`config.mk`:
```
export PLATFORM = sky130hd
export DESIGN_NAME = apb_master_arbiter
export DESIGN_NICKNAME = d
export VERILOG_FILES = /design/src/rtl/apb_master_arbiter.sv
export SDC_FILE = /design/constraint.sdc
export NUM_CORES = 1
export LEC_CHECK = 0
export CORE_AREA = 5 5 121 123
export DETAILED_ROUTE_END_ITERATION = 12
export DIE_AREA = 0 0 126 128
export DONT_BUFFER_PORTS = 1
export PLACE_DENSITY_LB_ADDON = 0.25
export SYNTH_ARGS = -nofsm -noshare
export SYNTH_HDL_FRONTEND = slang
export SYNTH_SLANG_ARGS = --single-unit
```
`constraint.sdc`:
```
create_clock -name PCLK -period 4.99 [get_ports PCLK]
set_clock_uncertainty 0.05 [all_clocks]
set_input_delay 0.998 -clock PCLK [delete_from_list [all_inputs] [get_ports PCLK]]
set_output_delay 0.998 -clock PCLK [all_outputs]
set_load 0.01 [all_outputs]
```
`src/rtl/apb_master_arbiter.sv`:
```
`default_nettype none
// ============================================================================
// Module   : apb_master_arbiter
// Brief    : Two-requester round-robin APB master with 16-slot PSEL decode
//            and PREADY wait-state timeout.
// Revision : 1.0
// ============================================================================
module apb_master_arbiter #(
    parameter int SLOT_LSB = 24,
    parameter int TIMEOUT  = 255
) (
    input  logic        PCLK,
    input  logic        PRESETN,
    input  logic        REQ0,
    input  logic        REQ1,
    input  logic        WR0,
    input  logic        WR1,
    input  logic [31:0] ADDR0,
    input  logic [31:0] ADDR1,
    input  logic [31:0] WDATA0,
    input  logic [31:0] WDATA1,
    output logic        ACK0,
    output logic        ACK1,
    output logic [31:0] RDATA0,
    output logic [31:0] RDATA1,
    output logic        ERR0,
    output logic        ERR1,
    output logic [31:0] PADDR,
    output logic [15:0] PSEL,
    output logic        PENABLE,
    output logic        PWRITE,
    output logic [31:0] PWDATA,
    input  logic [31:0] PRDATA,
    input  logic        PREADY,
    input  logic        PSLVERR
);

    localparam logic [15:0] c_timeout = 16'(TIMEOUT);

    typedef enum logic [1:0] {
        S_IDLE     = 2'd0,
        S_SETUP    = 2'd1,
        S_ACCESS   = 2'd2,
        S_COMPLETE = 2'd3
    } state_t;

    state_t      r_state;
    state_t      w_state_nxt;
    logic        r_last;
    logic        r_gnt;
    logic [15:0] r_wait_cnt;
    logic [31:0] r_paddr;
    logic        r_pwrite;
    logic [31:0] r_pwdata;
    logic [31:0] r_rdata0;
    logic [31:0] r_rdata1;
    logic        r_err0;
    logic        r_err1;

    logic        w_grant;
    logic        w_gnt_sel;
    logic        w_to_hit;
    logic        w_done_ok;
    logic        w_done_to;
    logic [31:0] w_cap_rdata;
    logic        w_cap_err;

    // On a tie the requester not served last wins; otherwise whoever asks.
    assign w_gnt_sel = (REQ0 && REQ1) ? ~r_last : REQ1;
    assign w_grant   = (r_state == S_IDLE) && (REQ0 || REQ1);
    assign w_to_hit  = (c_timeout != 16'd0) && (r_wait_cnt == c_timeout);

    always_ff @(posedge PCLK or negedge PRESETN) begin
        if (!PRESETN) begin
            r_state <= S_IDLE;
        end else begin
            r_state <= w_state_nxt;
        end
    end

    always_comb begin
        w_state_nxt = r_state;
        w_done_ok   = 1'b0;
        w_done_to   = 1'b0;
        case (r_state)
            S_IDLE: begin
                if (REQ0 || REQ1) begin
                    w_state_nxt = S_SETUP;
                end
            end
            S_SETUP: begin
                w_state_nxt = S_ACCESS;
            end
            S_ACCESS: begin
                if (PREADY) begin
                    w_state_nxt = S_COMPLETE;
                    w_done_ok   = 1'b1;
                end else if (w_to_hit) begin
                    w_state_nxt = S_COMPLETE;
                    w_done_to   = 1'b1;
                end
            end
            S_COMPLETE: begin
                w_state_nxt = S_IDLE;
            end
            default: begin
                w_state_nxt = S_IDLE;
            end
        endcase
    end

    // Writes and timeouts both return zero read data; a timeout always errors.
    assign w_cap_rdata = (w_done_ok && !r_pwrite) ? PRDATA : 32'h0000_0000;
    assign w_cap_err   = w_done_ok ? PSLVERR : 1'b1;

    always_ff @(posedge PCLK or negedge PRESETN) begin
        if (!PRESETN) begin
            r_last     <= 1'b1;
            r_gnt      <= 1'b0;
            r_wait_cnt <= 16'd0;
            r_paddr    <= 32'h0000_0000;
            r_pwrite   <= 1'b0;
            r_pwdata   <= 32'h0000_0000;
            r_rdata0   <= 32'h0000_0000;
            r_rdata1   <= 32'h0000_0000;
            r_err0     <= 1'b0;
            r_err1     <= 1'b0;
        end else begin
            if (w_grant) begin
                r_gnt      <= w_gnt_sel;
                r_last     <= w_gnt_sel;
                r_wait_cnt <= 16'd0;
                if (w_gnt_sel) begin
                    r_paddr  <= ADDR1;
                    r_pwrite <= WR1;
                    r_pwdata <= WDATA1;
                end else begin
                    r_paddr  <= ADDR0;
                    r_pwrite <= WR0;
                    r_pwdata <= WDATA0;
                end
            end
            if ((r_state == S_ACCESS) && !PREADY && !w_to_hit) begin
                r_wait_cnt <= r_wait_cnt + 16'd1;
            end
            if (w_done_ok || w_done_to) begin
                if (r_gnt) begin
                    r_rdata1 <= w_cap_rdata;
                    r_err1   <= w_cap_err;
                end else begin
                    r_rdata0 <= w_cap_rdata;
                    r_err0   <= w_cap_err;
                end
            end
        end
    end

    assign PSEL    = ((r_state == S_SETUP) || (r_state == S_ACCESS))
                   ? (16'h0001 << r_paddr[SLOT_LSB +: 4]) : 16'h0000;
    assign PENABLE = (r_state == S_ACCESS);
    assign PADDR   = r_paddr;
    assign PWRITE  = r_pwrite;
    assign PWDATA  = r_pwdata;
    assign ACK0    = (r_state == S_COMPLETE) && !r_gnt;
    assign ACK1    = (r_state == S_COMPLETE) && r_gnt;
    assign RDATA0  = r_rdata0;
    assign RDATA1  = r_rdata1;
    assign ERR0    = r_err0;
    assign ERR1    = r_err1;

endmodule
`default_nettype wire

```
# Yosys cells after proc, flatten, opt, wreduce, memory -nomap -nowiden
# Index checks and enable logic that the tools add are counted.
# Widths: inputs -> output; s select.
[totals]
regBits = 151
inputBits = 168
out_inout_bits = 150
wordCells = 58
[op_classes]
add_sub_neg = 1
eq_ne = 6
shift = 1
mux = 18
bitwise = 2
n_reduce_logical = 19
[ops]
columns = ["operator", "count"]
rows = [
  ["$mux 32", 3],
  ["$mux 16", 3],
  ["$add 16x1->16 const B", 1],
  ["$eq 16x8->1 const B", 1],
  ["$shl 1x4->16 const A", 1],
  ["$mux 1", 8],
  ["$pmux 2 s4", 1],
  ["$logic_and 1x1->1", 7],
  ["$mux 2", 3],
  ["$reduce_and 2->1", 3],
  ["$eq 2x2->1 const B", 2],
  ["$logic_not 1->1", 4],
  ["$logic_or 1x1->1", 3],
  ["$ne 3x1->1 const B", 1],
  ["$eq 2x1->1 const B", 1],
  ["$logic_not 2->1", 1],
  ["$ne 2x1->1 const B", 1],
  ["$not 1->1", 2],
  ["$reduce_bool 2->1", 1],
]

# Longest topological paths before layout
# Gate-level depths: netlist (run 1).
[logic_depth]
depth_word = 6
mapped_depth = 8
mapped_depth_nobuf = 6

# Least setup slack after synthesis (run 1)
# No wires, ideal clock.
[synth_path]
path_type = "register -> output"
startpoint = "reg r_state[0]"
endpoint = "out PSEL[0]"
t_arrival_ns = 1.484
required_ns = 3.942
setup_slack_ns = 2.458
stages_incl_launch_ff = 5
path_buffers = 0
cell_sequence = "dfrtp_1 -> inv_1 -> ha_1 -> or3b_2 -> nor3_1"
[synth_between]
elab_chain_len = 3
word_cells_on_any_way = 4
cone_classes = "eq/ne (2); mux (1); reduce/logical (1)"
[synth_lines]
columns = ["item", "line", "rtl"]
rows = [
  ["start: declaration", "47", "state_t r_state;"],
  ["start signal: assignment", "77", "r_state <= w_state_nxt;"],
  ["$eq 2x1->1 / $eq 2x2->1 (equally long branches)", "158", "assign PSEL = ((r_state == S_SETUP) || (r_state == S_ACCESS))"],
  ["$logic_or 1x1->1 *", "158", ""],
  ["$mux 16 *", "159", "? (16'h0001 << r_paddr[SLOT_LSB +: 4]) : 16'h0000;"],
  ["end: declaration", "29", "output logic [15:0] PSEL,"],
]
# Mark *: on every way between the ends. The rest lies on a longest branch, timed or not.

# Worst setup path in the final report (run 1)
# Ends and elaborated chain as after synthesis.

==> summary.md, run 1 <==
| Metric | Value |
|---|---|
| Main synth FF type | dfrtp_1 |
| Setup repair bufs after CTS | 0 |
| DRC | 0 |
| Clock Path Buffers | 2 |
| Vias | 4781 |
| Final setup vio count | 0 |
| Status | completed |
| Final period util | 61.8% |
| Initial core utilization | 49.8% |
| Die Area | 0.0161 mm^2 |
| Slew @ Worst Pin | 1070 ps |
| Top-area cell type share of the netlist area | 55.6% |
| Global-route wire length before repair | 27800 um |
| Power Density | 687 mW/mm^2 |
| #FFs+latches synth | 151 |
| Highest achievable clock rate | 324 MHz |
| Setup CP Type | flop to output pin |
| Synth Area in Compound Gates | 18.5% |
| Synthesized cell area | 0.00675 mm^2 |
| Post_cts resized | 0 |
| CTS tree | yes |
| Final net count | 746 |
| CTS Hold Bufs | 0 |
| Rows | 43 |
| Share of layout cells above drive strength 1 | 9.71% |
| Top area cells in the synthesized netlist | dfrtp_1 (56%), mux2i_1 (9.8%), a32o_1 (9.5%) |
| P_leak | 0.00324 uW |
| Clock slew at reported path FFs | 60 ps |
| CP Capture Type | output pin |
| Io pins | 318 |
| Die Span Y | 128 um |
| Fill cells | 1186 |
| Clk_lat worst skew | 420 ps |
| Largest family of logic cells by synthesized area | compound AO/OA/AOI/OAI gates |
| Core area | 0.0136 mm^2 |
| Final hold viol count | 0 |
| WL final | 18100 um |
| Drt via density | 6.23 |
| Adder-cell share of the synthesized area | 0.742% |
| I/O Buffers | 0 |
| Setup TNS | 0 ps |
| Number of synthesized flops with an enable pin | 0 |
| CTS buffer count | 17 |
| Vias in the first global route | 4963 |
| CTS Sinks | 151 |
| Critical path data required time | 3940 ps |
| Post-synthesis mux area share | 9.96% |
| Gpl congestion | 0.841 |
| Sequential area share after synthesis | 56.0% |
| Fin crit period | 3080 ps |
| DPL Wire Length | 13100 um |
| Area after DPL | 0.00685 mm^2 |
| Final Util | 55.1% |
| Largest net degree at the start of global routing | 152 |
| Register area | 0.00378 mm^2 |
| H-tree depth | 4 |
| Hold Path Class | primary input to async pin |
| Ys async rst share | 100% |
| First-pass DRT Iterations | 4 |
| Rel. slew slack | 28.6% |
| Post-Syn Nets | 769 |
| CTS root buffer | clkbuf_16 |
| Max IR drop VDD | 0.000259 V |
| Avg Cell Area, Syn | 11.3 um^2 |
| Tot GR Track Use | 22.0% |
| Initial antenna violation count | 1 |
| Synth unique cells | 54 |
| Final Total Pwr | 5130 uW |
| Post-synthesis simple-gate area fraction | 10.9% |
| ANT nets after route | 0 |
| Startpoint types | flop |
| RSZ-0062 raised after global routing | no |
| Worst-path maximum fanout | 5 |
| First-iteration detailed-routing DRC count | 344 |
| CP max stage cell | or3b_2 |
| Max_cap viols | 0 |
| Max-slew violations | 0 |
| Mapped Cells | 597 |
| Grt ovf | 0 |
| Width of the die | 126 um |
| Syn-to-layout area delta | 10.7% |
| Synth area leader | dfrtp_1 |
| Crit-path cells | inv_1, ha_1, or3b_2, nor3_1 |
| Design area | 0.00747 mm^2 |
| Drt wl/cell | 23.6 um |
| Ys Warns | 0 |
| Data arrival time of the worst path | 2030 ps |
| Most frequent cell after synthesis | dfrtp_1 |
| Synth Area in XOR/XNOR | 0.130% |
| Multi-input logic area | 0.00275 mm^2 |
| CP peak stage delay | 520 ps |
| Most instantiated cells after synthesis | dfrtp_1 (150), nand2_1 (72), mux2i_1 (66) |
cells in the final DEF (no fill, tap or decap), types with 5 or more instances in the layout:
| master | netlist | final |
|---|---|---|
| a21oi_1 | 7 | 7 |
| a221o_1 | 6 | 6 |
| a32o_1 | 64 | 64 |
| clkbuf_16 | 0 | 17 |
| dfrtp_1 | 150 | 150 |
| inv_1 | 12 | 12 |
| mux2i_1 | 66 | 66 |
| nand2_1 | 72 | 72 |
| nand2b_1 | 5 | 5 |
| nand3_1 | 7 | 7 |
| nand4_1 | 12 | 12 |
| nor2_1 | 18 | 17 |
| nor3_1 | 9 | 9 |
| o21ai_0 | 27 | 27 |
| o21ai_1 | 41 | 40 |
metrics by stage:
step / setup WS (ps) / cells / hold slack, ps
3_5_place_dp: 2100 / 735 / 488
5_1_grt: 1810 / 768 / 197
6_report: 1910 / 768 / 225
4_1_cts: 1880 / 767 / 201
2_1_floorplan: 2460 / 597 / 439
3_3_place_gp: 2210 / 735 / 457
per-layer routing:
| metal | GRT usage (%) | wire, um |
|---|---|---|
| met4 | 8.90 | 370 |
| met2 | 37.1 | 9270 |
| met3 | 9.63 | 1970 |
| met5 | 0 | 0 |
| met1 | 24.5 | 6480 |
worst max-delay path, delay by kind of cell (launching register included):
| kind | cells | cell delay [ps] |
|---|---|---|
| adder cells (fa/ha/maj) | 1 | 340 |
| buffers and inverters | 1 | 80 |
| flip-flops | 1 | 370 |
| AND/OR/NAND/NOR | 2 | 830 |
power breakdown:
group	internal (uW)	total (uW)	switching, uW
Combinational	527	1250	723
Clock	801	1340	541
Sequential	1780	2540	753
layout make-up:
cell class / instances / share of cell area [%]
multi-input cells: 386 / 36.8
flip-flops and latches: 151 / 50.6
clock buffers: 17 / 5.70
diodes: 1 / 0.0335
repair buffers: 5 / 0.670
inverters: 13 / 0.653
clock inverters: 15 / 2.55
well taps: 180 / 3.02
path summary, 6_finish.rpt:
kind	from	cells after the start	slack, ps	to
setup / recovery	r_state[0]	4	1910	PSEL[0]
hold / removal	PRESETN	0	220	r_gnt
setup reg to reg	r_state[0]	7	2100	RDATA0[15]
hold reg to reg	r_last	2	500	r_last
max in group asynchronous	PRESETN	0	4390	r_wait_cnt[0]
min in group PCLK	r_last	2	500	r_last
kinds of logic (layout without fill, tap and decap cells):
family          count (synthesis)  after routing
simple gates                  149            149
mux                            67             67
xor+xnor                        1              1
other cells                     0              1
flops                         151            151
buf+inv                        60             50
fa+ha+maj                       4              4
compound gates                165            165
flip-flops by register name, summed over array words and instances (netlist names), 2 cells and up:
register	count
PWDATA	32
r_wait_cnt	16
RDATA1	32
r_state	2
RDATA0	32
PADDR	32
No activity file was read; power rests on OpenSTA's default activity.
==> run 2: changes to the inputs <==
- clock period: 4.99 -> 2.7 ns (I/O delays scaled with it)
==> summary.md, run 2 (same netlist as run 1, synthesis figures left out) <==
| Metric | Value |
|---|---|
| Final hold viol count | 151 (+151) |
| Rows | 43 (unchanged) |
| Vias in the first global route | 4931 (-0.64%) |
| RSZ-0062 raised after global routing | yes |
| First-pass DRT Iterations | 5 (+1) |
| Fin cells | 768 (unchanged) |
| First-iteration detailed-routing DRC count | 420 (+22%) |
| Grt ovf | 0 (unchanged) |
| DRC | 0 (unchanged) |
| DPL Wire Length | 12900 um (-1.4%) |
| Area after DPL | 0.00687 mm^2 (+0.29%) |
| Worst slack, placed | 173 ps (-1930 ps) |
| FF-to-FF Start | r_wait_cnt[0] |
| H-tree depth | 4 (unchanged) |
| Data arrival time of the worst path | 2020 ps (about the same) |
| R2R depth | 5 (-2) |
| CP max stage cell | or3b_2 |
| Setup repair bufs after CTS | 0 (unchanged) |
| # diodes | 0 (-1) |
| R2r setup slk | 100 ps (-2000 ps) |
| Slew @ Worst Pin | 693 ps (-378 ps) |
| Critical path data required time | 2110 ps (-1830 ps) |
| Design area | 0.00752 mm^2 (+0.69%) |
| CTS Sinks | 151 (unchanged) |
| WHS | -229 ps (-454 ps) |
| Syn-to-layout area delta | 11.5% |
| Hold Path Class | primary input to async pin |
| Rel. slew slack | 53.6% (+25 points) |
| Setup TNS | 0 ps (unchanged) |
| P_leak | 0.00326 uW (+0.51%) |
| Final period util | 96.5% |
| Worst-path maximum fanout | 5 (unchanged) |
| Status | finished, violations left |
| CTS buffer count | 17 (unchanged) |
| Largest net degree at the start of global routing | 152 (unchanged) |
| Power Density | 1270 mW/mm^2 (+85%) |
| Fin crit period | 2610 ps |
| Highest achievable clock rate | 384 MHz |
| Vias | 4850 (+1.4%) |
| ANT nets after route | 0 (unchanged) |
| Startpoint types | flop |
| Clock slew at reported path FFs | 60 ps (about the same) |
| Placed insts | 736 (+0.14%) |
| I/O Buffers | 0 (unchanged) |
| Die Span Y | 128 um (unchanged) |
| Max_cap viols | 0 (unchanged) |
| Reg-to-Reg End | RDATA1[12] |
| Core area | 0.0136 mm^2 (unchanged) |
| Clock Path Buffers | 2 (unchanged) |
| Io pins | 318 (unchanged) |
| Final net count | 747 (+0.13%) |
| Setup CP Type | flop to output pin |
| Gpl congestion | 0.866 (+3.0%) |
| Tot GR Track Use | 21.7% (-0.28 points) |
| CP Capture Type | output pin |
| Violated checks | negative hold slack |
| Commonest non-fill, non-tap cell in the layout | dfrtp_1 |
| Max IR drop VDD | 0.000481 V (+86%) |
| Die Area | 0.0161 mm^2 (unchanged) |
| Initial core utilization | 49.8% (unchanged) |
| Crit-path cells | inv_1, ha_1, or3b_2, nor3_4 |
| Global-route wire length before repair | 27600 um (-0.57%) |
| Max-slew violations | 0 (unchanged) |
| Drt wl/cell | 23.4 um (-0.87%) |
| Drt via density | 6.32 (+1.4%) |
| CTS tree | yes |
| WL final | 17900 um (-0.87%) |
| CTS root buffer | clkbuf_16 |
| Initial antenna violation count | 0 (-1) |
| CP peak stage delay | 560 ps (+40 ps) |
| Share of layout cells above drive strength 1 | 10.5% (+0.83 points) |
| Setup WS post-layout | 93.2 ps (-1820 ps) |
| Final setup vio count | 0 (unchanged) |
| Width of the die | 126 um (unchanged) |
| Fill cells | 1185 (-0.084%) |
| Clk_lat worst skew | 410 ps (about the same) |
| Commonest cells after routing, fill and taps aside | dfrtp_1 (150), nand2_1 (72), mux2i_1 (66) |
run 2: cell count changes in the layout (fill, tap and decap cells not counted), sizes merged:
cell,change
buf,+1
clkinv,-2
diode,-1
inv,+2
run 2: worst max-delay path: cells and delay by family, from the launching register on:
family / cells / cell delay [ps]
buf+inv: 1 / 70
simple gates: 2 / 770
fa+ha+maj: 1 / 380
flops: 1 / 380
run 2: through the flow:
step           utilization, %  hold WS (ps)  power (uW)
2_1_floorplan               -           194        6270
4_1_cts                  55.4          -249        9620
3_3_place_gp             50.7           201        6910
6_report                 55.5          -229        9550
3_5_place_dp             50.7           201        7080
5_1_grt                  55.5          -253       10100
run 2: worst max path at each step:
| stage | start | slack [ps] | cells past startpoint | end |
|---|---|---|---|---|
| after global routing | r_wait_cnt[0] | -30 | 5 | RDATA1[12] |
| after floorplan | r_state[0] | 630 | 4 | PSEL[0] |
| after detailed placement | r_wait_cnt[0] | 170 | 5 | RDATA0[13] |
| after global placement | r_wait_cnt[0] | 280 | 5 | RDATA1[19] |
| final | r_state[0] | 90 | 4 | PSEL[0] |
| after CTS | r_state[0] | 90 | 4 | PSEL[0] |
run 2: routing by layer:
| metal | track usage (%) | routed length [um] |
|---|---|---|
| met4 | 8.08 | 368 |
| met3 | 10.3 | 2090 |
| met2 | 36.6 | 9160 |
| met5 | 0 | 0 |
| met1 | 24.1 | 6320 |
run 2: power breakdown:
part           leakage [uW]  internal [uW]  switching [uW]
Clock              0.000310           1500            1030
Sequential          0.00192           3300            1370
Combinational       0.00103            987            1370
run 2: final cells by class:
class                   instances  area, um^2  area share, %
well taps                     180         225           2.99
clock buffers                  17         425           5.66
repair buffers                  6        70.1          0.932
flip-flops and latches        151        3780           50.3
multi-input cells             386        2770           36.8
clock inverters                15         205           2.73
inverters                      13        48.8          0.649
run 2: repair_timing:
action                                 CTS  global route
endpoints found under the hold margin  151           151
setup endpoints to repair                1            41
resized for setup                        1             4
==> run 3: changes to the inputs <==
- CORE_AREA: 5 5 121 123 -> 2 2 125 127
- DIE_AREA: 0 0 126 128 -> 0 0 127 129
- PLACE_DENSITY: not set -> 0.65
- PLACE_DENSITY_LB_ADDON: 0.25 -> not set
==> summary.md, run 3 (same netlist as run 1, synthesis figures left out) <==
| Metric | Value |
|---|---|
| CTS Sinks | 151 (unchanged) |
| DPL Wire Length | 12200 um (-5.3%) |
| Worst slack, placed | 444 ps (+271 ps) |
| CTS root buffer | clkbuf_16 |
| Design area | 0.00746 mm^2 (-0.77%) |
| R2r setup slk | 410 ps (+310 ps) |
| Data arrival time of the worst path | 1990 ps (-30 ps) |
| Final net count | 752 (+0.67%) |
| Core area | 0.0150 mm^2 (+10%) |
| Drt wl/cell | 22.2 um (-5.0%) |
| Final setup vio count | 0 (unchanged) |
| Setup repair bufs after CTS | 0 (unchanged) |
| Setup crit start | r_state[0] |
| Slew @ Worst Pin | 660 ps (-33.6 ps) |
| First-pass DRT Iterations | 5 (unchanged) |
| Vias | 4867 (+0.35%) |
| CTS tree | yes |
| Highest achievable clock rate | 388 MHz (+1.1%) |
| Grt ovf | 0 (unchanged) |
| WHS | -229 ps (-0.0260 ps) |
| Syn-to-layout area delta | 10.6% |
| Status | finished, violations left |
| Setup TNS | 0 ps (unchanged) |
| Gpl congestion | 0.894 (+3.2%) |
| Critical path data required time | 2110 ps (about the same) |
| Rel. slew slack | 56.0% (+2.4 points) |
| Hold Path Class | primary input to async pin |
| Placed insts | 749 (+1.8%) |
| Crit path to | PSEL[8] |
| Area after DPL | 0.00689 mm^2 (+0.33%) |
| Tot GR Track Use | 20.4% (-1.3 points) |
| Rows | 45 (+4.7%) |
| I/O Buffers | 0 (unchanged) |
| Final hold viol count | 151 (unchanged) |
| Initial antenna violation count | 2 (+2) |
| H-tree depth | 4 (unchanged) |
| RSZ-0062 raised after global routing | no |
| Violated checks | negative hold slack |
| DRC | 0 (unchanged) |
| Die Span Y | 129 um (+0.78%) |
| Vias in the first global route | 4795 (-2.8%) |
| Power Density | 1230 mW/mm^2 (-2.8%) |
| Max_cap viols | 0 (unchanged) |
| R2R depth | 6 (+1) |
| Final period util | 95.5% (-1.1 points) |
| Io pins | 318 (unchanged) |
| Clk_lat worst skew | 410 ps (about the same) |
| Max-slew violations | 0 (unchanged) |
| Global-route wire length before repair | 26100 um (-5.6%) |
| Setup WS post-layout | 122 ps (+28.5 ps) |
| Drt via density | 6.22 (-1.4%) |
| Setup CP Type | flop to output pin |
| CTS buffer count | 17 (unchanged) |
| Largest net degree at the start of global routing | 152 (unchanged) |
| ANT nets after route | 0 (unchanged) |
| Fill cells | 1349 (+14%) |
| FF-to-FF Start | r_wait_cnt[0] |
| CP Capture Type | output pin |
| Startpoint types | flop |
| Clock Path Buffers | 2 (unchanged) |
| First-iteration detailed-routing DRC count | 321 (-24%) |
| Commonest cells after routing, fill and taps aside | dfrtp_1 (150), nand2_1 (72), mux2i_1 (66) |
| Worst-path maximum fanout | 5 (unchanged) |
| Fin crit period | 2580 ps (-28.5 ps) |
| Initial core utilization | 45.0% (-4.7 points) |
| Commonest non-fill, non-tap cell in the layout | dfrtp_1 |
| Die Area | 0.0164 mm^2 (+1.6%) |
| P_leak | 0.00324 uW (-0.67%) |
| Clock slew at reported path FFs | 60 ps (about the same) |
| Fin cells | 782 (+1.8%) |
| Width of the die | 127 um (+0.79%) |
| Share of layout cells above drive strength 1 | 10.8% (+0.25 points) |
| Reg-to-Reg End | RDATA0[7] |
| WL final | 17400 um (-3.2%) |
| Max IR drop VDD | 0.000490 V (+1.9%) |
## run 3: changes by cell type in the layout (fill, tap and decap cells not counted), sizes merged
cell	delta
bufinv	-3
buf	+5
inv	-2
diode	+1
clkinvlp	+1
clkinv	+2
clkbuf	+2
## run 3: report_power, final
part	internal, uW	switching, uW	leakage (uW)
clock	1250	992	0.000275
combinational	980	1360	0.00104
sequential	3300	1330	0.00192
## run 3: critical path, cell delays in order (launching register included)
cell and delay, ps:
dfrtp_1 380, inv_1 70, ha_1 390, or3b_2 520
nor2_1 230
## run 3: area by class of cell
cell class                 count  area [um^2]  area share, %
inverter                      13         48.8          0.654
tap                          188          235           3.15
clock buffer                  19          453           6.07
sequential                   151         3780           50.6
antenna                        1         2.50         0.0335
clock inverter                13          109           1.46
multi-input combinational    386         2750           36.9
timing repair buffer          11         82.6           1.11
## run 3: timing repair
action	CTS	global route
resized for setup	0	1
endpoints found under the setup margin	0	1
endpoints found under the hold margin	151	151
## run 3: worst min path at each step
stage	start	cells after the start	slack, ps	end
floorplan	PRESETN	0	190	ERR0
global placement	PRESETN	0	200	RDATA0[28]
detailed placement	PRESETN	0	200	RDATA0[0]
CTS	PRESETN	0	-250	RDATA0[0]
global route	PRESETN	0	-250	RDATA0[0]
finish	PRESETN	0	-230	RDATA0[0]
## run 3: stage by stage
stage               power [uW]  util (%)
finish                    9210      49.8
global route              9750      49.8
CTS                       9280      49.8
detailed placement        7020      46.0
global placement          6860      46.0
floorplan                 6270         -
## run 3: metal layers
layer / global-route usage (%) / vias to the layer above / part of all wire, %
met2: 33.7 / 251 / 50
met5: 0 / - / 0.075
met3: 6.86 / 26 / 9.2
li1: - / 2205 / -
met1: 25.0 / 2383 / 39
met4: 7.50 / 2 / 1.9
